### config.mk
export PLATFORM = sky130hd
export DESIGN_NAME = clock_count_axil
export DESIGN_NICKNAME = d
export VERILOG_FILES = /design/src/rtl/clock_count_pkg.sv /design/src/rtl/clock_count_axil.sv
export SDC_FILE = /design/constraint.sdc
export NUM_CORES = 1
export LEC_CHECK = 0
export ABC_AREA = 1
export CAP_MARGIN = 20
export CORE_UTILIZATION = 49
export CTS_CLUSTER_DIAMETER = 80
export DETAILED_ROUTE_END_ITERATION = 7
export PLACE_DENSITY_LB_ADDON = 0.25
export SLEW_MARGIN = 10
export SYNTH_ARGS = -nofsm -noshare
export SYNTH_HDL_FRONTEND = slang
export SYNTH_SLANG_ARGS = --single-unit
### constraint.sdc
create_clock -name CLOCK -period 2.75 [get_ports CLOCK]
set_input_delay 0.55 -clock CLOCK [delete_from_list [all_inputs] [get_ports CLOCK]]
set_output_delay 0.55 -clock CLOCK [all_outputs]
set_load 0.005 [all_outputs]
### src/rtl/clock_count_pkg.sv
// Shared constants for the AXI4-Lite reader of the RSA cycle counter:
// register offsets, response codes and FSM state encodings.
package clock_count_pkg;

   localparam logic [31:0] ADDR_CTRL   = 32'h0000_0000;
   localparam logic [31:0] ADDR_CNT_W0 = 32'h0000_0010;
   localparam logic [31:0] ADDR_CNT_W1 = 32'h0000_0014;
   localparam logic [31:0] ADDR_CNT_W2 = 32'h0000_0018;
   localparam logic [31:0] ADDR_CNT_W3 = 32'h0000_001C;

   localparam logic [1:0] RESP_OKAY   = 2'b00;
   localparam logic [1:0] RESP_SLVERR = 2'b10;

   localparam int CTRL_CLEAR_BIT = 0;

   localparam logic W_IDLE = 1'b0;
   localparam logic W_RESP = 1'b1;
   localparam logic R_IDLE = 1'b0;
   localparam logic R_DATA = 1'b1;

endpackage

### src/rtl/clock_count_axil.sv
// AXI4-Lite register reader for the free-running cycle counter: coherent
// four-word readout through a shadow register and a clear control bit.
module clock_count_axil
   import clock_count_pkg::*;
#(
   parameter int COUNTER_LENGTH = 128,
   parameter int ADDR_WIDTH     = 5
) (
   input  logic                      CLOCK,
   input  logic                      RESET,
   input  logic [COUNTER_LENGTH-1:0] COUNT_IN,
   output logic                      CNT_CLEAR,
   input  logic [ADDR_WIDTH-1:0]     S_AXI_AWADDR,
   input  logic                      S_AXI_AWVALID,
   output logic                      S_AXI_AWREADY,
   input  logic [31:0]               S_AXI_WDATA,
   input  logic [3:0]                S_AXI_WSTRB,
   input  logic                      S_AXI_WVALID,
   output logic                      S_AXI_WREADY,
   output logic [1:0]                S_AXI_BRESP,
   output logic                      S_AXI_BVALID,
   input  logic                      S_AXI_BREADY,
   input  logic [ADDR_WIDTH-1:0]     S_AXI_ARADDR,
   input  logic                      S_AXI_ARVALID,
   output logic                      S_AXI_ARREADY,
   output logic [31:0]               S_AXI_RDATA,
   output logic [1:0]                S_AXI_RRESP,
   output logic                      S_AXI_RVALID,
   input  logic                      S_AXI_RREADY
);

   logic          w_state_r;
   logic          bvalid_r;
   logic [1:0]    bresp_r;
   logic          clear_r;
   logic          r_state_r;
   logic          arready_r;
   logic          rvalid_r;
   logic [31:0]   rdata_r;
   logic [1:0]    rresp_r;
   logic [127:32] shadow_r;
   logic          shadow_valid_r;

   logic [127:0]  count_ext_s;
   logic [31:0]   awaddr_s;
   logic [31:0]   araddr_s;
   logic          w_hs_s;
   logic          ctrl_wr_s;
   logic          clear_req_s;
   logic [1:0]    bresp_s;
   logic          r_hs_s;
   logic          capture_s;
   logic [31:0]   rdata_s;
   logic [1:0]    rresp_s;
   logic          unused_s;

   assign unused_s = ^{S_AXI_WDATA[31:1], S_AXI_WSTRB[3:1], S_AXI_AWADDR[1:0], S_AXI_ARADDR[1:0]};

   // Zero-extend the counter and normalise both addresses to word offsets.
   always_comb begin
      count_ext_s                        = 128'h0;
      count_ext_s[COUNTER_LENGTH-1:0]    = COUNT_IN;
      awaddr_s                           = 32'h0;
      awaddr_s[ADDR_WIDTH-1:2]           = S_AXI_AWADDR[ADDR_WIDTH-1:2];
      araddr_s                           = 32'h0;
      araddr_s[ADDR_WIDTH-1:2]           = S_AXI_ARADDR[ADDR_WIDTH-1:2];
   end

   // Write acceptance and CTRL decode; AW and W are only taken together.
   always_comb begin
      w_hs_s      = (w_state_r == W_IDLE) && S_AXI_AWVALID && S_AXI_WVALID && !RESET;
      ctrl_wr_s   = (awaddr_s == ADDR_CTRL);
      clear_req_s = w_hs_s && ctrl_wr_s && S_AXI_WSTRB[0] && S_AXI_WDATA[CTRL_CLEAR_BIT];
      if (ctrl_wr_s) begin
         bresp_s = RESP_OKAY;
      end else begin
         bresp_s = RESP_SLVERR;
      end
   end

   // Read decode; a W0 read samples the live counter and snapshots the rest.
   always_comb begin
      r_hs_s    = S_AXI_ARVALID && arready_r;
      capture_s = r_hs_s && (araddr_s == ADDR_CNT_W0);
      rdata_s   = 32'h0;
      rresp_s   = RESP_OKAY;
      case (araddr_s)
         ADDR_CTRL:   rdata_s = {31'h0, shadow_valid_r};
         ADDR_CNT_W0: rdata_s = count_ext_s[31:0];
         ADDR_CNT_W1: rdata_s = shadow_r[63:32];
         ADDR_CNT_W2: rdata_s = shadow_r[95:64];
         ADDR_CNT_W3: rdata_s = shadow_r[127:96];
         default:     rresp_s = RESP_SLVERR;
      endcase
   end

   // Write response channel and the one-cycle clear pulse.
   always_ff @(posedge CLOCK) begin
      if (RESET) begin
         w_state_r <= W_IDLE;
         bvalid_r  <= 1'b0;
         bresp_r   <= RESP_OKAY;
         clear_r   <= 1'b0;
      end else begin
         clear_r <= clear_req_s;
         case (w_state_r)
            W_IDLE: begin
               if (w_hs_s) begin
                  w_state_r <= W_RESP;
                  bvalid_r  <= 1'b1;
                  bresp_r   <= bresp_s;
               end
            end
            W_RESP: begin
               if (S_AXI_BREADY) begin
                  w_state_r <= W_IDLE;
                  bvalid_r  <= 1'b0;
               end
            end
            default: begin
               w_state_r <= W_IDLE;
               bvalid_r  <= 1'b0;
            end
         endcase
      end
   end

   // Read data channel; ARREADY is held low while a response is pending.
   always_ff @(posedge CLOCK) begin
      if (RESET) begin
         r_state_r <= R_IDLE;
         arready_r <= 1'b0;
         rvalid_r  <= 1'b0;
         rdata_r   <= 32'h0;
         rresp_r   <= RESP_OKAY;
      end else begin
         case (r_state_r)
            R_IDLE: begin
               if (r_hs_s) begin
                  r_state_r <= R_DATA;
                  arready_r <= 1'b0;
                  rvalid_r  <= 1'b1;
                  rdata_r   <= rdata_s;
                  rresp_r   <= rresp_s;
               end else begin
                  arready_r <= 1'b1;
               end
            end
            R_DATA: begin
               if (S_AXI_RREADY) begin
                  r_state_r <= R_IDLE;
                  arready_r <= 1'b1;
                  rvalid_r  <= 1'b0;
               end
            end
            default: begin
               r_state_r <= R_IDLE;
               arready_r <= 1'b0;
               rvalid_r  <= 1'b0;
            end
         endcase
      end
   end

   // Shadow of the upper words; a clear on either edge overrides a capture.
   always_ff @(posedge CLOCK) begin
      if (RESET) begin
         shadow_r       <= 96'h0;
         shadow_valid_r <= 1'b0;
      end else if (clear_req_s || clear_r) begin
         shadow_r       <= 96'h0;
         shadow_valid_r <= 1'b0;
      end else if (capture_s) begin
         shadow_r       <= count_ext_s[127:32];
         shadow_valid_r <= 1'b1;
      end
   end

   assign CNT_CLEAR     = clear_r;
   assign S_AXI_AWREADY = w_hs_s;
   assign S_AXI_WREADY  = w_hs_s;
   assign S_AXI_BVALID  = bvalid_r;
   assign S_AXI_BRESP   = bresp_r;
   assign S_AXI_ARREADY = arready_r;
   assign S_AXI_RVALID  = rvalid_r;
   assign S_AXI_RDATA   = rdata_r;
   assign S_AXI_RRESP   = rresp_r;

endmodule

==> results of run 1 <==
## power by group through the flow
stage	registers, W	logic (W)	clock network [W]
final	0.00203	0.000568	0.00244
after CTS	0.00203	0.000562	0.00245
after floorplan	0.00207	0.000237	0
after global routing	0.00203	0.000603	0.00254
after detailed placement	0.00207	0.000557	0
after global placement	0.00207	0.000556	0
## area by class of cell
type	instances	area share [%]
clock buffers	24	5.57
flip-flops and latches	137	31.1
clock inverters	8	1.59
repair buffers	215	24.6
multi-input cells	576	33.0
diodes	2	0.0567
inverters	40	1.71
well taps	168	2.38
## stage by stage
step / instances / instance area [um^2] / util [%] / setup WS (ns) / hold slack (ns)
2_1_floorplan: 849 / 6250 / - / 1.15 / 0.426
3_5_place_dp: 1136 / 8200 / 67.1 / 0.399 / 0.447
3_3_place_gp: 1136 / 8200 / 67.1 / 0.401 / 0.436
4_1_cts: 1168 / 8830 / 72.3 / 0.431 / 0.456
6_report: 1170 / 8830 / 72.3 / 0.438 / 0.461
5_1_grt: 1169 / 8830 / 72.3 / 0.391 / 0.471
## critical path: stages
cell and delay [ns]:
sky130_fd_sc_hd__clkdlybuf4s50_1 0.46, sky130_fd_sc_hd__nand3_1 0.09, sky130_fd_sc_hd__inv_1 0.14, sky130_fd_sc_hd__clkdlybuf4s50_1 0.52
## synth_stat cells (all sizes together)
master  number
clkbuf      37
inv         39
o21bai       1
conb         1
a21oi      134
a211oi       1
nand4      161
dfxtp      137
a31oi        1
clkinv       1
nand3       37
buf         59
nand2      165
o21ai       65
nor3         1
o211a        1
nor2         6
o31ai        1
## kinds of logic after synthesis
kind of cell | Yosys count | share of synthesized area (%)
AOI/OAI and AO/OA | 204 | 16.8
DFF | 137 | 43.9
other | 1 | 0.0600
and+or+nand+nor | 370 | 29.6
buffers and inverters | 136 | 9.71
## how the worst max path moves through the flow
| stage | start | endpoint |
|---|---|---|
| global placement | S_AXI_ARADDR[3] | shadow_r[78] |
| detailed placement | S_AXI_ARADDR[3] | S_AXI_RDATA[23] |
| floorplan | RESET | S_AXI_WREADY |
| finish | S_AXI_WVALID | S_AXI_WREADY |
| CTS | S_AXI_WVALID | S_AXI_WREADY |
| global route | S_AXI_WVALID | S_AXI_WREADY |
## state kept, by name (all words and copies together) (netlist names)
name,cells
w_state_r,1
shadow_r,96
S_AXI_RDATA,32
shadow_valid_r,1
S_AXI_BVALID,1
S_AXI_RRESP,1
S_AXI_BRESP,1
S_AXI_RVALID,1
S_AXI_ARREADY,1
CNT_CLEAR,1
r_state_r,1
## layer usage
layer	part of all wire, %	global-route usage, %
met1	43	39.3
met2	47	49.0
met3	8.9	7.91
met4	1.7	11.0
met5	0	0
==> impl_metrics.yaml, run 1 <==
timing:
  finalWorstPathRequiredPeriod_ns: 2.31
  maximum_clock_rate_ghz: 0.433
  setup_viol: 0
  finalMaxSlewViolations: 0
  skew_ns: 0.00987
  final_hold_viol_count: 0
  timing.final.crit_share_pct: 84.1
  rsz_0062_raised_after_global_routing: "no"
  finalSetupTns_ns: 0
finish:
  multi_input_gate_area_in_the_final_layout_um2: 2920
  final.fill_count: 1009
  area.growth.synth_to_final_pct: 41.3
  mostFrequentLayoutCell: "sky130_fd_sc_hd__clkdlybuf4s50_1"
  sequential_cell_area_um2: 2740
  final_cell_mix: "sky130_fd_sc_hd__clkdlybuf4s50_1 (179), sky130_fd_sc_hd__nand2_1 (165), sky130_fd_sc_hd__nand4_1 (161)"
  design.final.nets: 1168
  post_route_cells_drive_above_1_share_pct: 7.00
setup_path:
  worstSetupEndpointType: "output pin"
  ff2ff_setup_slack_ns: 1.00
  worst-path-max-fanout: 5
  arrival_ns: 1.76
  rr_endpoint: "shadow_r[83]"
  rr_startpoint: "S_AXI_ARREADY"
  timing.setup.critical_path_class: "in -> out"
  start_kind: "input pin"
  ff2ff_path_depth: 6
  crit_required_ns: 2.20
power_and_ir_drop:
  power_frac_clock_pct: 48.4
  leakagePower_nw: 3.01
  worst_ir_drop_vdd_v: 0.000446
  p_sw_share_pct: 22.6
  power_report.internal_total_w: 0.00390
  power.share.combinational_pct: 11.3
  overall_power_w: 0.00504
  sequentialPowerShare_pct: 40.3
  power.density_nw_per_um2: 570
  power.switching_w: 0.00114
logic_synthesis:
  synth.cell_area_um2: 6250
  synth-seq-area-share_pct: 43.9
  warnings_synthesis: 0
  synth_seq_cells: 137
  synth.lib_cells_used.distinct: 23
  synth.top_cells.by_area: "sky130_fd_sc_hd__dfxtp_1 (44%), sky130_fd_sc_hd__nand4_1 (16%), sky130_fd_sc_hd__a21oi_1 (11%)"
  synth_largest_type_area_fraction_pct: 43.9
  top_cell_type_by_total_area_after_synthesis: "sky130_fd_sc_hd__dfxtp_1"
  syn_inst: 848
  post_synth.cell_area_avg_um2: 7.37
grt:
  grt_overflow_total: 0
  grt_pass1_wl_um: 31000
  antenna_found_initial: 3
  grt_max_degree: 61
  grt_pass1_vias: 6178
  grt.total_usage_pct: 30.4
die:
  fp.dieArea_um2: 13200
  floorplan.die.height_um: 115
  number_of_rows_in_the_core_area: 40
  num_io_pins: 223
  die_w_um: 115
  initial_utilization_pct: 51.2
  core_box_area_um2: 12200
placed_design:
  dp.final_hpwl_um: 12500
  gp_congestion: 0.882
  buffer_ports.inserted: 182
detailed_routing:
  drtIter0Drc: 708
  routedWlPerCell_um: 16.7
  viasPerCell: 5.79
  vias: 6779
  antenna_violating_nets_post_route: 0
  drcViolationCount: 0
  finalWirelength_um: 19500
  detail_route.first_pass.iterations: 5
clock_network:
  insertion_delay_ns: 0.43
  clock_tree_buffer_depth: 2
  tritoncts: "done"
  htreeDepth: 4
  post_cts_repair_setup_buffers: 0
  ctsResizeCount: 0
  ctsHoldBuffers: 0
  cts_buffers: 17
  root_buffer: "sky130_fd_sc_hd__clkbuf_16"
  clock_sinks: 137
  worst_setup_hold_path_clk_slew_ns: 0.06
outcome:
  outcome: "completed"
min_path:
  holdCritPathClass: "reg -> reg"
  worstHoldEndpoint: "S_AXI_RDATA[4]"
  hold_path_depth: 2
  holdCritStartpoint: "S_AXI_RDATA[4]"
job:
  maxCapViolations: 0
Note: power is estimated with default switching activity, not from simulation.
==> inputs of run 2 (changes only) <==
- CORE_UTILIZATION: 49 -> 45
- clock period: 2.75 -> 2.4 ns (I/O delays scaled with it)
==> impl_metrics.yaml, run 2 (synthesized netlist as in run 1, its figures left out) <==
outcome:
  outcome: "completed"
placed_design:
  gp_congestion: 0.818
  buffer_ports.inserted: 182
  dp.final_hpwl_um: 11900
  post_dp_cell_area_um2: 8130
power_and_ir_drop:
  power.density_nw_per_um2: 637
  worst_ir_drop_vdd_v: 0.000460
  leakagePower_nw: 2.94
finish:
  sequential_cell_area_um2: 2740
  final_cell_mix: "sky130_fd_sc_hd__clkdlybuf4s50_1 (178), sky130_fd_sc_hd__nand2_1 (165), sky130_fd_sc_hd__nand4_1 (161)"
  final.fill_count: 1187
  antenna-diode-count: 0
  largest-register: "shadow_r"
  cell_area_after_layout_um2: 8710
  post_route_cells_drive_above_1_share_pct: 6.35
  design.final.nets: 1160
  area.growth.synth_to_final_pct: 39.4
  multi_input_gate_area_in_the_final_layout_um2: 2920
  largest_reg_flops: 96
  mostFrequentLayoutCell: "sky130_fd_sc_hd__clkdlybuf4s50_1"
clock_network:
  htreeDepth: 4
  ctsHoldBuffers: 0
  insertion_delay_ns: 0.41
  ctsResizeCount: 0
  clock_sinks: 137
  worst_setup_hold_path_clk_slew_ns: 0.05
  post_cts_repair_setup_buffers: 0
  cts_buffers: 17
  tritoncts: "done"
  root_buffer: "sky130_fd_sc_hd__clkbuf_16"
  clock_tree_buffer_depth: 2
die:
  fp.dieArea_um2: 14400
  number_of_rows_in_the_core_area: 42
  floorplan.die.height_um: 120
  initial_utilization_pct: 46.6
  num_io_pins: 223
  core_box_area_um2: 13400
  die_w_um: 120
timing:
  setup_viol: 0
  maximum_clock_rate_ghz: 0.460
  finalMaxSlewViolations: 0
  finalWorstPathRequiredPeriod_ns: 2.17
  timing.final.crit_share_pct: 90.5
  timing.slew.headroom_pct: 62.7
  finalSetupTns_ns: 0
  finalHoldWorstSlack_ns: 0.445
  final_hold_viol_count: 0
  rsz_0062_raised_after_global_routing: "no"
  skew_ns: 0.00573
  slew_at_the_pin_closest_to_its_max_slew_limit_ns: 0.559
detailed_routing:
  drcViolationCount: 0
  drtIter0Drc: 792
  detail_route.first_pass.iterations: 5
  finalWirelength_um: 19500
  antenna_violating_nets_post_route: 0
  viasPerCell: 5.74
  routedWlPerCell_um: 16.7
  vias: 6701
grt:
  grt_overflow_total: 0
  grt_max_degree: 130
  antenna_found_initial: 0
  grt_pass1_wl_um: 31500
  grt_pass1_vias: 6221
  grt.total_usage_pct: 27.6
setup_path:
  arrival_ns: 1.69
  worstPathCellList: "clkdlybuf4s50_1 -> nand3_1 -> inv_1 -> clkdlybuf4s50_1"
  slowest_stage: "sky130_fd_sc_hd__clkdlybuf4s50_1"
  timing.critical_path.mode_cell: "sky130_fd_sc_hd__clkdlybuf4s50_1"
  timing.setup.critical_path_class: "in -> out"
  critical_path.max_stage_delay_ns: 0.52
  worst-path-max-fanout: 5
  worstSetupEndpointType: "output pin"
  critPathTopFamily: "buffers and inverters"
  start_kind: "input pin"
  worst-path-buf-inv: 3
  crit_required_ns: 1.92
min_path:
  holdCritPathClass: "reg -> reg"
job:
  maxCapViolations: 0
-- run 2: changes by cell type in the layout (fill, tap and decap cells not counted), sizes merged --
cell,previous run,this run
buf,36,29
clkinvlp,0,1
bufinv,4,2
clkdlybuf4s50,179,178
diode,2,0
clkinv,6,7
-- run 2: cell type report --
type,instances,share of cell area [%]
timing repair buffer,207,24.1
sequential,137,31.5
inverter,40,1.74
multi-input combinational,576,33.5
tap,176,2.53
clock inverter,8,1.06
clock buffer,24,5.64
-- run 2: final timing paths --
| kind | from | endpoint | slack [ns] | cells after the start |
|---|---|---|---|---|
| setup / recovery | S_AXI_WVALID | S_AXI_WREADY | 0.23 | 4 |
| hold / removal | shadow_valid_r | shadow_valid_r | 0.45 | 2 |
| setup reg to reg | S_AXI_ARREADY | shadow_r[94] | 0.89 | 6 |
| hold reg to reg | shadow_valid_r | shadow_valid_r | 0.45 | 2 |
-- run 2: power breakdown --
group | switching (W) | internal [W] | leakage [nW]
logic | 0.000333 | 0.000305 | 1.54
clock network | 0.000955 | 0.00163 | 0.290
registers | 0.0000184 | 0.00231 | 1.11
total | 0.00131 | 0.00425 | 2.94
-- run 2: worst register-to-register path: stages, from the launching register on --
cell and delay, ns:
sky130_fd_sc_hd__dfxtp_1 0.36, sky130_fd_sc_hd__nand2_1 0.13, sky130_fd_sc_hd__clkinv_2 0.11, sky130_fd_sc_hd__nand3_4 0.32
sky130_fd_sc_hd__buf_4 0.32, sky130_fd_sc_hd__nand2_1 0.08, sky130_fd_sc_hd__a21oi_1 0.07
-- run 2: metrics by stage --
stage	power (W)	instances	util, %	worst slack, ns
detailed placement	0.00300	1136	60.7	0.234
finish	0.00555	1168	65.0	0.228
floorplan	0.00264	849	-	0.915
global placement	0.00301	1136	60.7	0.230
global route	0.00573	1168	65.0	0.164
CTS	0.00556	1168	65.0	0.221
-- run 2: layer usage --
layer	share of wire (%)	vias up	global-route usage (%)	wire, um
met5	0	-	0	0
met1	45	3124	38.0	8770
met2	46	278	42.3	8870
li1	-	3268	-	-
met3	7.7	31	6.27	1490
met4	1.8	0	9.69	342
==> inputs of run 3 (changes only) <==
- HOLD_SLACK_MARGIN: unset -> 0.02
- SLEW_MARGIN: 10 -> unset
==> results of run 3 <==
No change in the layout: final DEF, timing and power equal those of run 2.
